File: src/rtl/path_sequencer.sv
// path_sequencer: buffers a CPU node path, streams it into the mapper, then sequences node and turn events
module path_sequencer #(
    parameter int MAX_LEN  = 25,
    parameter int NODE_GAP = 3125,
    parameter int TURN_LAT = 8
) (
    input  logic       clk_3125KHz,
    input  logic       rst_n,
    input  logic       cpu_valid,
    input  logic [4:0] cpu_node,
    input  logic       cpu_last,
    output logic       cpu_ready,
    input  logic       node_flag,
    input  logic [1:0] turn_flag,
    output logic       path_input,
    output logic [4:0] path_planned,
    output logic       node_changed,
    output logic [1:0] turn_cmd,
    output logic       turn_valid,
    output logic       path_done,
    output logic [4:0] path_len,
    output logic [4:0] nodes_passed,
    output logic       err_overflow
);
    localparam int GW = (NODE_GAP > 1) ? $clog2(NODE_GAP) : 1;
    localparam int TW = $clog2(TURN_LAT + 1);
    localparam logic [4:0]    MAXL = 5'(MAX_LEN);
    localparam logic [GW-1:0] GAPL = GW'(NODE_GAP - 1);
    localparam logic [TW-1:0] LATL = TW'(TURN_LAT);

    typedef enum logic [2:0] {IDLE, LOAD, STREAM, PRIME, RUN, TURN, DONE} state_t;

    state_t        state_q, state_d;
    logic [4:0]    len_q, len_d, np_q, np_d, idx_q, idx_d, wr_len;
    logic          err_q, err_d, nc_q, nc_d, tv_q, tv_d, rdy_q;
    logic [1:0]    cmd_q, cmd_d;
    logic [TW-1:0] lat_q, lat_d;
    logic [GW-1:0] gap_q, gap_d;
    logic [2:0]    sync_q;
    logic [4:0]    mem_q [MAX_LEN];
    logic          hs, rise, wr_en;

    assign hs     = cpu_valid && cpu_ready;
    assign rise   = sync_q[1] && !sync_q[2];
    assign wr_len = (state_q == LOAD) ? len_q : 5'd0;

    assign cpu_ready    = rdy_q && (state_q == IDLE || state_q == LOAD || state_q == DONE);
    assign path_input   = state_q == STREAM;
    assign path_planned = path_input ? mem_q[idx_q] : 5'd0;
    assign node_changed = nc_q;
    assign turn_cmd     = cmd_q;
    assign turn_valid   = tv_q;
    assign path_done    = state_q == DONE;
    assign path_len     = len_q;
    assign nodes_passed = np_q;
    assign err_overflow = err_q;

    // Path buffer holds no reset; only indices below path_len are ever read
    always_ff @(posedge clk_3125KHz) begin
        if (wr_en) mem_q[wr_len] <= cpu_node;
    end

    // State, counters, output registers and the node_flag synchronizer/edge history
    always_ff @(posedge clk_3125KHz or negedge rst_n) begin
        if (!rst_n) begin
            state_q <= IDLE;
            len_q   <= '0;
            np_q    <= '0;
            idx_q   <= '0;
            err_q   <= 1'b0;
            nc_q    <= 1'b0;
            tv_q    <= 1'b0;
            rdy_q   <= 1'b0;
            cmd_q   <= '0;
            lat_q   <= '0;
            gap_q   <= '0;
            sync_q  <= '0;
        end else begin
            state_q <= state_d;
            len_q   <= len_d;
            np_q    <= np_d;
            idx_q   <= idx_d;
            err_q   <= err_d;
            nc_q    <= nc_d;
            tv_q    <= tv_d;
            rdy_q   <= 1'b1;
            cmd_q   <= cmd_d;
            lat_q   <= lat_d;
            gap_q   <= gap_d;
            sync_q  <= {sync_q[1:0], node_flag};
        end
    end

    // Next-state logic; lat_q restarts on every node_changed so turn_valid lands TURN_LAT+1 cycles later
    always_comb begin
        state_d = state_q;
        len_d   = len_q;
        np_d    = np_q;
        idx_d   = idx_q;
        err_d   = err_q;
        cmd_d   = cmd_q;
        lat_d   = lat_q;
        gap_d   = (gap_q != '0) ? gap_q - GW'(1) : gap_q;
        nc_d    = 1'b0;
        tv_d    = 1'b0;
        wr_en   = 1'b0;
        case (state_q)
            IDLE, LOAD, DONE: begin
                if (hs) begin
                    if (state_q != LOAD) begin
                        np_d  = '0;
                        err_d = 1'b0;
                    end
                    if (wr_len < MAXL) begin
                        wr_en = 1'b1;
                        len_d = wr_len + 5'd1;
                    end else begin
                        err_d = 1'b1;
                    end
                    idx_d   = '0;
                    state_d = !cpu_last ? LOAD : (len_d >= 5'd2 ? STREAM : DONE);
                end
            end
            STREAM: begin
                idx_d = idx_q + 5'd1;
                if (idx_q == len_q - 5'd1) begin
                    state_d = PRIME;
                    nc_d    = 1'b1;
                    lat_d   = '0;
                end
            end
            PRIME: begin
                lat_d   = lat_q + TW'(1);
                state_d = TURN;
            end
            RUN: begin
                if (rise && gap_q == '0) begin
                    gap_d = GAPL;
                    np_d  = np_q + 5'd1;
                    if (np_d == len_q - 5'd1) begin
                        state_d = DONE;
                    end else begin
                        nc_d    = 1'b1;
                        lat_d   = '0;
                        state_d = TURN;
                    end
                end
            end
            TURN: begin
                lat_d = lat_q + TW'(1);
                if (lat_q == LATL) begin
                    cmd_d   = turn_flag;
                    tv_d    = 1'b1;
                    state_d = RUN;
                end
            end
            default: state_d = IDLE;
        endcase
    end
endmodule

File: config.mk
export PLATFORM = sky130hd
export DESIGN_NAME = path_sequencer
export DESIGN_NICKNAME = d
export VERILOG_FILES = /design/src/rtl/path_sequencer.sv
export SDC_FILE = /design/constraint.sdc
export NUM_CORES = 1
export LEC_CHECK = 0
export CELL_PAD_IN_SITES_DETAIL_PLACEMENT = 0
export CELL_PAD_IN_SITES_GLOBAL_PLACEMENT = 2
export CORE_MARGIN = 4
export CORE_UTILIZATION = 46
export CTS_BUF_LIST = sky130_fd_sc_hd__clkbuf_4
export CTS_CLUSTER_DIAMETER = 150
export CTS_CLUSTER_SIZE = 14
export DETAILED_ROUTE_END_ITERATION = 12
export PLACE_DENSITY = 0.94
export RECOVER_POWER = 50
export SLEW_MARGIN = 20
export SYNTH_ARGS = -nofsm -noshare
export SYNTH_HDL_FRONTEND = slang
export SYNTH_SLANG_ARGS = --single-unit
File: constraint.sdc
create_clock -name clk_3125KHz -period 2.48 [get_ports clk_3125KHz]
set_input_delay 0.496 -clock clk_3125KHz [delete_from_list [all_inputs] [get_ports clk_3125KHz]]
set_output_delay 0.496 -clock clk_3125KHz [all_outputs]
set_load 0.1 [all_outputs]
==> out/summary.md <==
The flow ran to the end, but the final reports show violations. The checks that failed: negative setup slack. The clock latency on the worst-skew pair is 0.57 ns. The sort of element at the start of the critical path is a flop. The number of antenna violations at the first check in global routing came out at 0. The peak clock frequency supported by timing is 0.327 GHz, and the count of max-cap constraint violations is 0.

The area growth from synthesis to layout works out to 21.6%. Total power for the finished layout comes to 8800 uW. The sort of element at the end of the critical path is an output pin.

Along the worst path, the maximum fanout reaches 11. The floorplan step set the die height to 135 um. The worst hold path terminates at sync_q[1]. Once the floorplan was initialized, standard cells occupied 47.0% of the core.

TritonCTS built the clock tree. The met3 layer wire length in the routed design was 643 um; the switching part of the total power was 39.1%. The internal power component was 5360 uW; the global placement routability congestion was 0.797. The run gives 0 as the overall overflow remaining after global route. The cell area that synthesis handed to floorplanning was 7470 um^2. The run gives 39.1% as the logic gate share of total power. Of the available clock period, the critical path in the final layout requires 123%. The number of cell instances on the worst register-to-register path is 10, and the first-pass GRT wire length is 25,700 um. Once layout is complete, the utilization of the core stands at 57.2%. The detailed router put a total of 6990 um of wire on met1. The overall track demand over capacity in global routing came out at 18.6%. In this run the static leakage power is 0.00322 uW. Number of design-rule violations left by the first detailed-router iteration: 303. The via count normalized by instance count works out to 5.39.

The synthesized net count was 525. Synthesis produced a netlist whose cell count is 505. The switching power summed over all nets was 3440 uW. For the area of placed instances, the log shows 8580 um^2.

The endpoint identified for the worst register-to-register timing path is state_q[1]. The average footprint of a synthesized cell is 14.8 um^2, and the worst vdd rail ir drop is 629 uV. The highest metal layer carrying signal wires in the routed design is met4. Clock-pin slew was measured on the worst setup and hold paths at 0.16 ns. The actual transition at the worst max-transition pin was 1.35 ns; the number of flip-flops and latches in the synthesized netlist was 168.

The count of H-tree levels built during CTS came out at 4. The sum of negative setup slack is -3.35 ns, and the max-slew violation count is 0. The run gives -0.576 ns as the final worst slack. Total number of placement rows: 46. The final count of hold timing violations is 0. The area inside the core boundary is 15,900 um^2, and the cell area after layout is 9080 um^2. Data on the critical path is required at its endpoint by 1.98 ns.

The number of flops mapped to enable cells by yosys works out to 125. The HPWL after detailed placement is 11,200 um. The run gives 40.4% as the fraction of power consumed by sequential logic. By startpoint and endpoint, the worst setup path is classified as flop to output pin. In this run, distinct cell masters in the synthesized netlist total 55.

The worst-case headroom to the max-slew limit was 9.95%; the setup-violating endpoint count in the final report was 7. After detailed routing, the total wire length is 16,200 um. The launch instance of the worst min-delay path was sync_q[0].

The number of port buffers is 34. Counting flops with an async set or reset pin after synthesis yields a share of 25.6%. The number of nets at the end of the flow was 617; the final routed wire length divided by cell count was 19.6 um.

For this design the ratio of total power to cell area is 968 nW/um^2. The tools report the library cell used as clock root buffer as clkbuf_4. The path class of the tightest hold or removal check is flop to flop. Per report_power, the clock group accounts for 20.5% of the total. Die area: 18,300 um^2. The Yosys warning count came out at 0. Setup repair after global routing could not meet its margin everywhere.

The ratio of cells with drive above 1 in the final layout is 31.8%, and the clock period minus final worst setup slack is 3.06 ns. For this design, the sink count on the clock tree is 168. The run gives 4,455 as the via count.

Number of nets with antenna violations after routing: 0. The tools report the number of global-route vias before repair as 4,549. The antenna diode count is 0. The clock tree buffer depth is 2, and the worst hold path depth is 0. The first detailed-routing pass ran for 4 iterations. Across the routed clock network, the largest skew measured is 0.0313 ns. From left edge to right edge, the die measures 135 um. The filler cells instantiated in the layout total 1,259. The worst register-to-register path has a setup slack of -0.08 ns. Entering global routing, the biggest net connects 44 pins. The sequential cells in the finished layout cover a total of 4830 um^2. In this run the critical register-to-register path is launched from state_q[1]. The sequential-to-total area share from yosys stat came out at 64.7%.

After detailed routing, the number of remaining DRC violations is 0. Worst path arrival time: 2.56 ns. The CTS buffer count was 17. Summing all multi-input logic gate instances after layout gives 2680 um^2.

For the I/O pin total, the log shows 35. The run gives 8280 um as the met2 routed wirelength. The most instantiated flip-flop cell in the synthesis netlist was edfxtp_1.
==> state kept, by name, indices dropped and copies added, names as in the netlist <==
name          count
mem_q           125
gap_q            12
idx_q             5
nodes_passed      5
path_len          5
lat_q             4
state_q           3
sync_q            3
turn_cmd          2
err_overflow      1
node_changed      1
rdy_q             1
turn_valid        1
==> worst max-delay path: stages, from the launching register on <==
cell	delay, ns
dfrtp_2	0.46
buf_12	0.17
mux4_2	0.55
mux2i_2	0.20
mux2i_1	0.13
nor2_1	0.20
a211oi_4	0.06
buf_12	0.21
==> cell families (layout without fill, tap and decap cells) <==
logic type,count (synthesis),in the layout,share of synthesized area [%]
XOR/XNOR,26,26,3.25
AND/OR/NAND/NOR,144,144,9.82
multiplexers,62,62,13.6
AO/OA/AOI/OAI,55,55,5.06
other,1,1,0.0502
buffers and inverters,41,146,2.23
flip-flops,168,168,64.7
adder cells (fa/ha/maj),8,8,1.34
==> worst max-delay path by stage <==
stage                     cells past startpoint       from  slack (ns)              end
after floorplan                               6   idx_q[0]       -0.11  path_planned[3]
after global placement                        6  cpu_valid       -0.09      mem_q[6][3]
after detailed placement                      6  cpu_valid       -0.18      mem_q[2][0]
after CTS                                     7   idx_q[0]       -0.68  path_planned[2]
after global routing                          7   idx_q[0]       -0.73  path_planned[2]
final                                         7   idx_q[0]       -0.58  path_planned[2]
==> power groups by stage <==
stage | clock network, uW | registers [uW] | logic [uW]
detailed placement | 0 | 3610 | 3310
global route | 1970 | 3610 | 3710
finish | 1800 | 3560 | 3440
global placement | 0 | 3590 | 3260
CTS | 1850 | 3550 | 3450
floorplan | 0 | 4030 | 2060
==> per-stage QoR <==
step	setup slack, ns	instances	hold WS (ns)
5_1_grt	-0.728	826	0.392
6_report	-0.576	826	0.382
3_5_place_dp	-0.182	779	0.342
2_1_floorplan	-0.106	505	0.200
3_3_place_gp	-0.0913	779	0.343
4_1_cts	-0.679	823	0.286
==> cell type report <==
class / count / share of cell area, %
multi-input cells: 296 / 29.5
inverters: 15 / 0.661
clock inverters: 15 / 2.47
well taps: 216 / 2.98
clock buffers: 17 / 1.40
flip-flops and latches: 168 / 53.2
repair buffers: 99 / 9.72
==> cell usage in the layout, fill, tap and decap left out, types with 13 or more instances in the layout <==
master,n
nand3_1,18
xnor2_1,14
edfxtp_1,125
inv_1,14
clkbuf_4,17
dfrtp_1,39
mux4_2,30
mux2i_1,13
buf_4,62
nor2_1,42
nand2_1,21
==> what timing repair did <==
item                                    4_1_cts  5_1_grt
gates resized for setup                      16        8
endpoints found under the setup margin        6       33
hold endpoints to repair                     43        0
setup buffers                                11        3
gates cloned                                  0        0
hold buffers                                  1        0
pin swaps                                     3        4
==> Yosys cell counts, drive strengths merged (2+ instances only) <==
library cell / count / area share (%)
a211oi: 6 / 0.60
a41oi: 2 / 0.23
mux2i: 23 / 3.1
clkbuf: 13 / 0.65
nand2b: 7 / 0.59
o41ai: 2 / 0.23
mux2: 9 / 1.5
or4: 3 / 0.37
dfrtp: 43 / 14
and2: 4 / 0.35
nand3b: 2 / 0.20
nand4: 8 / 0.67
nor2: 51 / 2.6
o22ai: 2 / 0.17
a22o: 2 / 0.23
a21oi: 12 / 0.95
inv: 15 / 0.75
xnor2: 14 / 1.6
nor4: 3 / 0.45
o211ai: 6 / 0.60
nor3: 13 / 0.94
nor2b: 6 / 0.50
o21ai: 9 / 0.60
or3: 2 / 0.17
mux4: 30 / 9.0
ha: 8 / 1.3
nand3: 18 / 1.2
buf: 13 / 0.82
edfxtp: 125 / 50
a31oi: 5 / 0.42
xor2: 11 / 1.3
nor3b: 3 / 0.30
o21a: 2 / 0.20
nand2: 22 / 1.2
==> metal layers <==
layer / vias up / GRT usage [%]
met1: 2243 / 25.0
met5: - / 0
met3: 15 / 4.23
li1: 2105 / -
met2: 92 / 30.8
met4: 0 / 5.21
Power figures use the tool's default switching activity.
